File: src/rtl/ixu_pkg.sv
// Shared integer-unit definitions.
// Register-file geometry, address type and a one-hot decode helper.
package ixu_pkg;

   localparam int XLEN       = 32;
   localparam int NUM_REGS   = 32;
   localparam int REG_ADDR_W = 5;
   localparam int NUM_LANES  = 2;
   localparam int NUM_RS     = 4;

   typedef logic [REG_ADDR_W-1:0] reg_addr_t;

   function automatic logic [NUM_REGS-1:0] rd_dec(
      input reg_addr_t a,
      input logic      en
   );
      logic [NUM_REGS-1:0] m;
      m    = '0;
      m[a] = en;
      return m;
   endfunction

endpackage

File: src/rtl/ixu_scoreboard.sv
// Busy scoreboard for in-flight register writes.
// Issue sets, commit clears; a same-cycle issue wins over a commit.
module ixu_scoreboard
   import ixu_pkg::*;
(
   input  logic      clk,
   input  logic      rst,
   input  logic      stall,
   input  logic      cmt0,
   input  logic      cmt1,
   input  reg_addr_t cmt0_rd,
   input  reg_addr_t cmt1_rd,
   input  logic      iss0_valid,
   input  logic      iss1_valid,
   input  reg_addr_t iss0_rd,
   input  reg_addr_t iss1_rd,
   input  reg_addr_t rs_addr [NUM_RS],
   output logic      rs_busy [NUM_RS]
);

   logic [NUM_REGS-1:0] busy;
   logic [NUM_REGS-1:0] set_m;
   logic [NUM_REGS-1:0] clr_m;
   logic                iss0_en;
   logic                iss1_en;

   assign iss0_en = !rst && !stall && iss0_valid && (iss0_rd != '0);
   assign iss1_en = !rst && !stall && iss1_valid && (iss1_rd != '0);

   assign set_m = rd_dec(iss0_rd, iss0_en) | rd_dec(iss1_rd, iss1_en);
   assign clr_m = rd_dec(cmt0_rd, cmt0) | rd_dec(cmt1_rd, cmt1);

   // Scoreboard update; entry 0 is never set so it stays 0.
   always_ff @(posedge clk or posedge rst) begin
      if (rst) begin
         busy <= '0;
      end else begin
         busy <= (busy & ~clr_m) | set_m;
      end
   end

   // Busy lookup that already sees this cycle's commits.
   always_comb begin
      for (int i = 0; i < NUM_RS; i++) begin
         rs_busy[i] = busy[rs_addr[i]]
                    & ~(clr_m[rs_addr[i]] & ~set_m[rs_addr[i]]);
      end
   end

endmodule

File: src/rtl/ixu_wb_regfile.sv
// Dual-lane writeback register file with zero-cycle bypass.
// Lane 1 is the later slot, so it wins on a same-rd collision.
module ixu_wb_regfile
   import ixu_pkg::*;
(
   input  logic            clk,
   input  logic            rst,
   input  logic            stall,
   input  logic            wb0_is_nop,
   input  logic            wb1_is_nop,
   input  reg_addr_t       wb0_rd,
   input  reg_addr_t       wb1_rd,
   input  logic [XLEN-1:0] wb0_data,
   input  logic [XLEN-1:0] wb1_data,
   input  logic            iss0_valid,
   input  logic            iss1_valid,
   input  reg_addr_t       iss0_rd,
   input  reg_addr_t       iss1_rd,
   input  reg_addr_t       rs_addr [NUM_RS],
   output logic [XLEN-1:0] rs_data [NUM_RS],
   output logic            rs_busy [NUM_RS],
   output logic [XLEN-1:0] retire_count
);

   logic [XLEN-1:0] regs [NUM_REGS];
   logic            ret0;
   logic            ret1;
   logic            cmt0;
   logic            cmt1;
   logic [1:0]      n_ret;

   // rd=0 still retires, but only a nonzero rd writes and bypasses.
   assign ret0  = !rst && !stall && !wb0_is_nop;
   assign ret1  = !rst && !stall && !wb1_is_nop;
   assign cmt0  = ret0 && (wb0_rd != '0);
   assign cmt1  = ret1 && (wb1_rd != '0);
   assign n_ret = {1'b0, ret0} + {1'b0, ret1};

   // Storage write; lane 1 assigned last so it takes priority.
   always_ff @(posedge clk or posedge rst) begin
      if (rst) begin
         for (int i = 0; i < NUM_REGS; i++) begin
            regs[i] <= '0;
         end
      end else begin
         if (cmt0) regs[wb0_rd] <= wb0_data;
         if (cmt1) regs[wb1_rd] <= wb1_data;
      end
   end

   // Retired-writeback counter, wraps naturally.
   always_ff @(posedge clk or posedge rst) begin
      if (rst) begin
         retire_count <= '0;
      end else begin
         retire_count <= retire_count + XLEN'(n_ret);
      end
   end

   // Read ports with same-cycle bypass, lane 1 checked first.
   always_comb begin
      for (int i = 0; i < NUM_RS; i++) begin
         if (cmt1 && (wb1_rd == rs_addr[i])) begin
            rs_data[i] = wb1_data;
         end else if (cmt0 && (wb0_rd == rs_addr[i])) begin
            rs_data[i] = wb0_data;
         end else begin
            rs_data[i] = regs[rs_addr[i]];
         end
      end
   end

   ixu_scoreboard u_sb (
      .clk        (clk),
      .rst        (rst),
      .stall      (stall),
      .cmt0       (cmt0),
      .cmt1       (cmt1),
      .cmt0_rd    (wb0_rd),
      .cmt1_rd    (wb1_rd),
      .iss0_valid (iss0_valid),
      .iss1_valid (iss1_valid),
      .iss0_rd    (iss0_rd),
      .iss1_rd    (iss1_rd),
      .rs_addr    (rs_addr),
      .rs_busy    (rs_busy)
   );

endmodule

File: config.mk
export PLATFORM = sky130hd
export DESIGN_NAME = ixu_wb_regfile
export DESIGN_NICKNAME = d
export VERILOG_FILES = /design/src/rtl/ixu_pkg.sv /design/src/rtl/ixu_scoreboard.sv /design/src/rtl/ixu_wb_regfile.sv
export SDC_FILE = /design/constraint.sdc
export NUM_CORES = 2
export LEC_CHECK = 0
export BUFFER_PORTS_ARGS = -buffer_cell sky130_fd_sc_hd__buf_4
export CORE_MARGIN = 4
export CORE_UTILIZATION = 40
export CTS_CLUSTER_SIZE = 12
export DETAILED_ROUTE_END_ITERATION = 8
export GPL_TIMING_DRIVEN = 1
export PLACE_DENSITY = 0.59
export SETUP_SLACK_MARGIN = 0.02
export SYNTH_ARGS = -nofsm -noshare
export SYNTH_HDL_FRONTEND = slang
export SYNTH_SLANG_ARGS = --single-unit
File: constraint.sdc
create_clock -name clk -period 56.2 [get_ports clk]
set_input_delay 5.62 -clock clk [delete_from_list [all_inputs] [get_ports clk]]
set_output_delay 5.62 -clock clk [all_outputs]
set_load 0.05 [all_outputs]
==> results.py <==
metrics = {
    "power": {
        "ir_drop_mv": 0.02695,
        "leakage_nw": 40.22,
        "p_per_area_nw_per_um2": 30.39,
    },
    "timing": {
        "fin_ws_ns": 39.14,
        "fin_crit_sh_pct": 30.36,
        "setup_violations": 0,
        "fin_skew_ns": 0.03034,
        "period_minus_slack_ns": 17.06,
        "rsz0062_at_grt": "no",
        "fmax_mhz": 58.61,
        "hold_viol_final": 0,
        "worst-slew-pin-transition_ns": 1.344,
        "finalSetupTns_ns": 0,
        "maxSlewHeadroom_pct": 9.470,
        "finalMaxSlewViolations": 0,
    },
    "synthesis": {
        "synth_area_leaders": "mux4_2 34%, dfrtp_1 31%, mux2i_1 12%",
        "ys_ff_latch": 1088,
        "syn_area_sq_um": 87060,
        "yosysTopAreaCellShare_pct": 34.48,
        "synthArstFlopShare_pct": 100.0,
        "synth_cell_types": 79,
        "ys_seq_area_share_pct": 31.27,
        "synth_nets": 7865,
        "synth_ff_type": "dfrtp_1",
        "netlist_instances": 7752,
        "synth_edf_count": 0,
        "yosysWarnings": 0,
        "syn_avg_cell_area_sq_um": 11.23,
        "yosys.area.top_type": "mux4_2",
    },
    "run_status": {
        "status": "complete, no violations",
    },
    "critical_path": {
        "required_ns": 50.58,
        "slowest_delay_ns": 1.05,
        "startpoint_type": "input pin",
        "path_max_fanout": 84,
        "path_class": "input pin to output port",
        "cp_cell_sequence": "buf_8 -> buf_4 -> buf_4 -> buf_4 -> mux4_2 -> mux4_2 -> nand2_1 -> nand3_1 -> o21ai_0 -> o21ai_0 -> buf_4",
        "cp_common_cell": "buf_4",
        "path_delay_family": "buffers and inverters",
        "endpoint_kind": "output port",
        "cpMaxStageDelayCell": "o21ai_0",
        "crit_arrival_ns": 11.44,
        "path_buf_inv": 5,
    },
    "placement": {
        "gp_congestion": 0.9087,
        "portBuffers": 274,
        "dp_hpwl_um": 213500,
        "dpl_worst_slack_ns": 39.43,
    },
    "cts": {
        "hold_buffers": 0,
        "cts_setup_buffers": 0,
        "cts_tree": "done",
        "clockBufferDepth": 3,
        "post_cts_resized": 0,
        "clkSinkCount": 1088,
        "root_buffer": "clkbuf_16",
        "htreeDepth": 4,
        "cts_buffers": 135,
        "clock_latency_ns": 0.80,
        "clk_pin_slew_ns": 0.05,
    },
    "job": {
        "cap_viol_max_count": 0,
    },
    "routing": {
        "drtPass1Iterations": 8,
        "antenna_left": 0,
        "route.detailed.drc": 0,
        "dr.first_iter.drc_count": 13170,
        "wl_per_cell_um": 36.61,
        "post_drt_via_cell_ratio": 7.167,
        "postRouteWirelength_um": 375100,
        "vias": 73430,
    },
    "grt": {
        "antenna_found_initial": 16,
        "grt_pass1_wl_um": 530600,
        "grt_max_degree": 157,
        "grt_pass1_vias": 69852,
        "grt_usage_pct": 32.85,
        "grt-ovfl-total": 0,
    },
    "final_layout": {
        "fill_cells": 19609,
        "area_growth_pct": 9.497,
        "fin_nets": 7401,
        "layout-drive-gt1-share_pct": 28.61,
    },
    "die": {
        "core.rowCount": 170,
        "ios": 275,
        "initial_core_util_pct": 40.40,
        "dieArea_sq_um": 225200,
        "core_area_sq_um": 215500,
        "die_h_um": 474.5,
        "fp.dieW_um": 474.5,
    },
    "min_path": {
        "worstHoldPathType": "flop to flop",
    },
}
[cell usage after synthesis, types with 16 or more instances]
cell type  instances
a21o_1            16
a21oi_1          577
a31o_2            17
a31oi_1           33
and3_1            16
buf_1            204
buf_2             33
clkbuf_1         809
dfrtp_1         1088
mux2i_1         1004
mux4_2          1333
nand2_1          811
nand3_1          213
nand4_1           20
nor2_1           585
nor3_1            22
o21ai_0          686
o22ai_1           25
xnor2_1           43
xor2_1            27
[cells in the final DEF (no fill, tap or decap), types with 30 or more instances in the layout]
cell type  Yosys  final
nand2_1      811    808
a31oi_1       33     33
nor2_1       585    585
nand3_1      213    184
mux2i_1     1004   1004
clkinv_2       0     30
xnor2_1       43     43
mux4_2      1333   1333
o21ai_0      686    686
a21oi_1      577    577
dfrtp_1     1088   1088
buf_4          0    426
clkbuf_16      0    142
[metal layers]
layer | GRT usage [%] | wire length (um)
met1 | 43.13 | 134700
met4 | 17.80 | 24600
met2 | 46.44 | 158200
met3 | 13.21 | 57420
met5 | 0 | 93
[logic make-up after synthesis]
logic type                 share of synthesized area (%)
and+or+nand+nor                                    8.500
adders and majority gates                        0.03737
muxes                                              46.16
DFF                                                31.27
buffers and inverters                              4.661
xor gates and xnor gates                          0.7042
AOI/OAI and AO/OA                                  8.666
[layout make-up]
class                           instances  area (sq um)  area share [%]
Multi-Input combinational cell       5596         56300           59.06
Sequential cell                      1088         27230           28.56
Clock buffer                          188          3956           4.150
Tap cell                             2838          3551           3.725
Timing Repair Buffer                  446          3497           3.669
Clock inverter                         54         666.9          0.6996
Inverter                               21         96.34          0.1011
Antenna cell                           14         35.03         0.03675
[through the flow]
| step | std cells | instance area, sq um | hold slack [ns] | util [%] | power [mW] |
|---|---|---|---|---|---|
| final | 10245 | 95330 | 0.4391 | 44.24 | 2.897 |
| after floorplan | 7752 | 87060 | 0.4744 | - | 1.700 |
| after global placement | 9989 | 90670 | 0.4084 | 42.08 | 1.924 |
| after CTS | 10231 | 95290 | 0.4358 | 44.22 | 2.880 |
| after detailed placement | 9989 | 90670 | 0.4215 | 42.08 | 1.952 |
| after global routing | 10237 | 95310 | 0.4512 | 44.23 | 2.998 |
[sequential cells by signal (all words and copies together) (netlist names)]
signal and flops:
retire_count 32, regs 1024, u_sb.busy 32
[where the power goes]
group	internal (mW)	total, mW	switching (mW)
clock network	0.552	0.935	0.384
logic	0.449	0.880	0.431
registers	0.914	1.08	0.168
[path summary, 6_finish.rpt]
| kind | cells past startpoint | slack [ns] | endpoint | startpoint |
|---|---|---|---|---|
| setup / recovery | 11 | 39.14 | rs_data[65] | rs_addr[11] |
| hold / removal | 0 | 0.44 | regs[1009]$_DFF_PP0_ | regs[1009]$_DFF_PP0_ |
| setup reg to reg | 8 | 53.59 | retire_count[31]$_DFF_PP0_ | retire_count[0]$_DFF_PP0_ |
| hold reg to reg | 0 | 0.44 | regs[1009]$_DFF_PP0_ | regs[1009]$_DFF_PP0_ |
| max in group asynchronous | 6 | 47.10 | regs[409]$_DFF_PP0_ | rst |
| min in group asynchronous | 2 | 5.11 | retire_count[3]$_DFF_PP0_ | rst |
No activity file was read; power rests on OpenSTA's default activity.
